File: config.mk
export PLATFORM = sky130hd
export DESIGN_NAME = branch_unit
export DESIGN_NICKNAME = d
export VERILOG_FILES = /design/src/rtl/branch_unit.sv
export SDC_FILE = /design/constraint.sdc
export NUM_CORES = 1
export LEC_CHECK = 0
export BUFFER_PORTS_ARGS = -buffer_cell sky130_fd_sc_hd__clkbuf_2
export CORE_MARGIN = 1
export CORE_UTILIZATION = 55
export DETAILED_ROUTE_END_ITERATION = 16
export PLACE_DENSITY = 0.83
export SKIP_LAST_GASP = 1
export SLEW_MARGIN = 15
export SYNTH_ARGS = -nofsm -noshare
export SYNTH_HDL_FRONTEND = slang
export SYNTH_SLANG_ARGS = --single-unit
File: constraint.sdc
create_clock -name clk_in -period 4.6 [get_ports clk_in]
set_clock_uncertainty 0.1 [all_clocks]
set_input_delay 1.38 -clock clk_in [delete_from_list [all_inputs] [get_ports clk_in]]
set_output_delay 1.38 -clock clk_in [all_outputs]
set_load 0.01 [all_outputs]
File: src/rtl/branch_unit.sv
// Branch resolution unit: evaluates the condition, target, link and mispredict
// for one branch per cycle into a one-entry output register with a valid/ready drain.
// Optional BRANCH_UNIT_STATS_EN adds resolved/mispredict handshake counters.
module branch_unit #(
  parameter int XLEN   = 32,
  parameter int ROB_IX = 2
) (
  input  logic              clk_in,
  input  logic              rst_in,
  input  logic              flush_in,
  input  logic              valid_in,
  output logic              ready_out,
  input  logic [XLEN-1:0]   rval1_in,
  input  logic [XLEN-1:0]   rval2_in,
  input  logic [2:0]        brFunc_in,
  input  logic              jalr_in,
  input  logic [XLEN-1:0]   pc_in,
  input  logic [XLEN-1:0]   imm_in,
  input  logic              pred_taken_in,
  input  logic [XLEN-1:0]   pred_target_in,
  input  logic [ROB_IX-1:0] rob_ix_in,
  output logic              valid_out,
  input  logic              ready_in,
  output logic              taken_out,
  output logic [XLEN-1:0]   target_out,
  output logic [XLEN-1:0]   link_out,
  output logic [XLEN-1:0]   redirect_out,
  output logic              mispredict_out,
  output logic [ROB_IX-1:0] rob_ix_out
`ifdef BRANCH_UNIT_STATS_EN
  ,
  output logic [31:0]       stat_resolved_out,
  output logic [31:0]       stat_mispredict_out
`endif
);

  localparam logic [2:0] F_EQ  = 3'd0;
  localparam logic [2:0] F_NEQ = 3'd1;
  localparam logic [2:0] F_LT  = 3'd2;
  localparam logic [2:0] F_LTU = 3'd3;
  localparam logic [2:0] F_GE  = 3'd4;
  localparam logic [2:0] F_GEU = 3'd5;
  localparam logic [2:0] F_DBR = 3'd6;

  typedef struct packed {
    logic              taken;
    logic [XLEN-1:0]   target;
    logic [XLEN-1:0]   link;
    logic [XLEN-1:0]   redirect;
    logic              mispredict;
    logic [ROB_IX-1:0] rob_ix;
  } res_t;

  res_t            res_d, res_q;
  logic            valid_q;
  logic            accept;
  logic [XLEN-1:0] sum_pc, sum_rs;

  assign ready_out = !valid_q || ready_in;
  assign accept    = valid_in && ready_out && !flush_in;

  always_comb begin
    res_d  = '0;
    sum_pc = pc_in + imm_in;
    sum_rs = rval1_in + imm_in;
    unique case (brFunc_in)
      F_EQ:    res_d.taken = (rval1_in == rval2_in);
      F_NEQ:   res_d.taken = (rval1_in != rval2_in);
      F_LT:    res_d.taken = ($signed(rval1_in) <  $signed(rval2_in));
      F_LTU:   res_d.taken = (rval1_in <  rval2_in);
      F_GE:    res_d.taken = ($signed(rval1_in) >= $signed(rval2_in));
      F_GEU:   res_d.taken = (rval1_in >= rval2_in);
      F_DBR:   res_d.taken = 1'b1;
      default: res_d.taken = 1'b0;
    endcase
    // JALR clears bit 0 of the register-relative target
    res_d.target     = (jalr_in && brFunc_in == F_DBR) ? {sum_rs[XLEN-1:1], 1'b0} : sum_pc;
    res_d.link       = pc_in + XLEN'(4);
    res_d.redirect   = res_d.taken ? res_d.target : res_d.link;
    res_d.mispredict = (res_d.taken != pred_taken_in) ||
                       (res_d.taken && res_d.target != pred_target_in);
    res_d.rob_ix     = rob_ix_in;
  end

  // flush beats accept beats drain
  always_ff @(posedge clk_in or posedge rst_in) begin
    if (rst_in) begin
      valid_q <= 1'b0;
      res_q   <= '0;
    end else begin
      if (flush_in)     valid_q <= 1'b0;
      else if (accept)  valid_q <= 1'b1;
      else if (ready_in) valid_q <= 1'b0;
      if (accept) res_q <= res_d;
    end
  end

  assign valid_out      = valid_q;
  assign taken_out      = res_q.taken;
  assign target_out     = res_q.target;
  assign link_out       = res_q.link;
  assign redirect_out   = res_q.redirect;
  assign mispredict_out = res_q.mispredict;
  assign rob_ix_out     = res_q.rob_ix;

`ifdef BRANCH_UNIT_STATS_EN
  logic handshake;
  assign handshake = valid_q && ready_in && !flush_in;

  always_ff @(posedge clk_in or posedge rst_in) begin
    if (rst_in) begin
      stat_resolved_out   <= '0;
      stat_mispredict_out <= '0;
    end else if (handshake) begin
      stat_resolved_out <= stat_resolved_out + 32'd1;
      if (res_q.mispredict) stat_mispredict_out <= stat_mispredict_out + 32'd1;
    end
  end
`endif

endmodule
==> key figures <==
Floorplanning
  • Die W: 140 um
  • Initial core utilization: 56.1%
  • Die H: 140 um
  • Core area: 18800 um2
  • Die area: 19700 um2
  • Row count: 50
  • Number of I/O pins: 274

Setup path
  • Startpoint Class: input port
  • Setup crit start: pc_in[0]
  • Worst Setup End Kind: flip-flop
  • FF-to-FF Start: valid_out
  • CP required: 4720 ps
  • Critical Path Sink: mispredict_out
  • FF-to-FF path depth: 11
  • WS Path Type: in -> reg
  • Reg2reg setup slack: 1690 ps
  • Critical R2R Capture: mispredict_out
  • CP arrival: 4580 ps
  • Worst Path Max Fanout: 5

CTS
  • Clock transition at path regs: 60 ps
  • CTS root buf: clkbuf_16
  • Cts bufs inserted: 9
  • CTS tree: yes
  • Postcts setup bufs: 0
  • Hold buffer count at cts: 0
  • Clock sink count: 101
  • Clock Path Buffers: 2
  • Worst skew pair latency: 340 ps
  • H-tree Lvls: 3

Global route
  • Vias in the first global route: 10425
  • Total track usage: 34.4%
  • Largest net degree at the start of global routing: 187
  • Grt total ovfl: 0
  • First-pass GRT wire length: 53000 um
  • Initial antenna violation count: 1

Synthesis
  • Top FF cell, synth: dfrtp_1
  • Library cells used by synthesis: 89
  • Synthesized area: 10500 um2
  • Synth warn: 0
  • Synthesized area per cell: 7.94 um2
  • Async set or reset register ratio after synthesis: 100%
  • Post-synth EDFFs: 0
  • Syn Nets: 1595
  • Register area share after synthesis: 24.0%
  • Cells after synthesis: 1327
  • Synthesized flop and latch total: 101

Final layout
  • Area growth syn-to-layout: 26.4%
  • Final Instance Area: 13300 um2
  • Share of cells above drive strength 1: 29.6%
  • Layout fillers: 1540
  • FF/Latch Area: 2530 um2
  • Fin nets: 1941
  • Multi-input logic area: 7510 um2

Route
  • Drt wl/cell: 17.7 um
  • Vias per inst: 5.92
  • DRT Pass-1 Iters: 7
  • WL final: 33900 um
  • Vias post-DR: 11312
  • ANT nets after route: 0
  • DRC Markers: 0
  • Starting DRC count in detailed routing: 870

Timing
  • Fmax: 224 MHz
  • Worst-Margin Slew: 750 ps
  • Final hold viol count: 0
  • Tmin final: 4460 ps
  • Slew Viols, Final: 0
  • Max_slew headroom: 49.6%
  • Final period util: 97.0%
  • Setup violations, final: 0

Pwr
  • Static Leak: 6.60 nW
  • Peak supply drop: 0.000176 V
  • Power Density: 286 nW/um2
  • Pwr Total: 3.81 mW

Placed design
  • Routability cong.: 0.958
  • DP Area: 13000 um2
  • IO Port Bufs: 273
  • Final HPWL DP: 28000 um

Worst hold path
  • WHS Path Cells: 2
  • Worst min path class: reg -> reg

Run status
  • Status: complete, no violations

Run
  • Max-cap viol count: 0
## placed cells by master, fill, tap and decap left out, drive strengths merged, types with 29 or more instances in the layout
cell and n:
nand4 36, dfrtp 101, buf 142, inv 48
ha 94, a21o 29, a21oi 91, nand2 203
nor2 67, xor2 46, xnor2 51, nand3 45
o21ai 143, clkbuf 285
## sequential cells by signal, summed over array words and instances, names as in the netlist
signal,flops
link_out,32
rob_ix_out,2
redirect_out,32
valid_out,1
mispredict_out,1
taken_out,1
target_out,32
## layout make-up
| class | instances | share of cell area [%] |
|---|---|---|
| clock buffer | 12 | 1.93 |
| multi-input combinational | 1098 | 56.4 |
| tap | 234 | 2.20 |
| antenna | 1 | 0.0188 |
| inverter | 48 | 1.37 |
| clock inverter | 3 | 0.517 |
| timing repair buffer | 415 | 18.5 |
| sequential | 101 | 19.0 |
## report_power, final
group	leakage [nW]	internal (mW)	switching (mW)
combinational	5.19	0.805	1.01
sequential	1.25	1.07	0.113
clock	0.159	0.504	0.313
total	6.60	2.38	1.44
## synth_stat cells (all sizes together) (10+ instances only)
master / n / area, um2
nand2: 203 / 762
o21ai: 143 / 727
dfrtp: 101 / 2530
ha: 94 / 1180
a21oi: 91 / 474
nor2: 67 / 251
clkbuf: 55 / 206
xnor2: 51 / 447
inv: 48 / 180
xor2: 46 / 403
nand3: 45 / 225
nand4: 36 / 225
a21o: 29 / 218
mux2: 27 / 308
nor3: 27 / 145
buf: 25 / 138
and3: 20 / 125
o211ai: 14 / 115
a211oi: 13 / 120
and2: 12 / 77.6
or3: 12 / 75.1
a31oi: 10 / 77.6
## worst max-delay path, cell delays in order
cell	delay, ps
clkbuf_2	100
ha_1	220
fa_2	380
a211oi_4	310
o31ai_4	130
o21a_4	260
o21ai_4	150
xnor3_1	210
or3_1	400
o211a_1	260
a2111oi_4	270
nand4_1	190
nor4b_2	260
nor2_1	60
## worst min-delay path by stage
| stage | to | slack [ps] | startpoint |
|---|---|---|---|
| after global routing | redirect_out[31] | 400 | redirect_out[31] |
| after global placement | link_out[0] | 360 | link_out[0] |
| after detailed placement | rob_ix_out[1] | 370 | rob_ix_out[1] |
| final | redirect_out[23] | 380 | redirect_out[23] |
| after floorplan | link_out[0] | 410 | link_out[0] |
| after CTS | redirect_out[13] | 390 | redirect_out[13] |
## kinds of logic (layout without fill, tap and decap cells)
family / after synthesis / count (layout) / share of synthesized area, %
buf+inv: 128 / 478 / 4.98
xor+xnor: 105 / 105 / 9.82
compound gates: 366 / 366 / 22.3
fa+ha+maj: 96 / 96 / 11.5
simple gates: 495 / 495 / 23.5
mux: 36 / 36 / 3.78
flops: 101 / 101 / 24.0
other cells: 0 / 1 / 0
## per-stage QoR
| stage | util [%] | worst slack (ps) | std cells | TNS [ps] | hold slack [ps] |
|---|---|---|---|---|---|
| after global routing | 70.9 | -5.21 | 1912 | -5.21 | 403 |
| after CTS | 70.8 | 98.0 | 1911 | 0 | 385 |
| after global placement | 69.1 | -167 | 1896 | -167 | 360 |
| final | 70.9 | 139 | 1912 | 0 | 377 |
| after floorplan | - | 123 | 1327 | 0 | 414 |
| after detailed placement | 69.1 | -255 | 1896 | -271 | 368 |
## layer usage
layer,vias up,track usage (%),routed length [um]
met5,-,0,0
li1,5502,-,-
met2,505,54.7,15000
met4,0,12.8,1130
met3,75,3.49,2720
met1,5230,48.2,15000
## timing repair
item | in CTS | in global routing
gates resized for setup | 0 | 3
setup endpoints to repair | 0 | 1
endpoints found under the hold margin | 0 | 0
(Power assumes the default switching activity.)
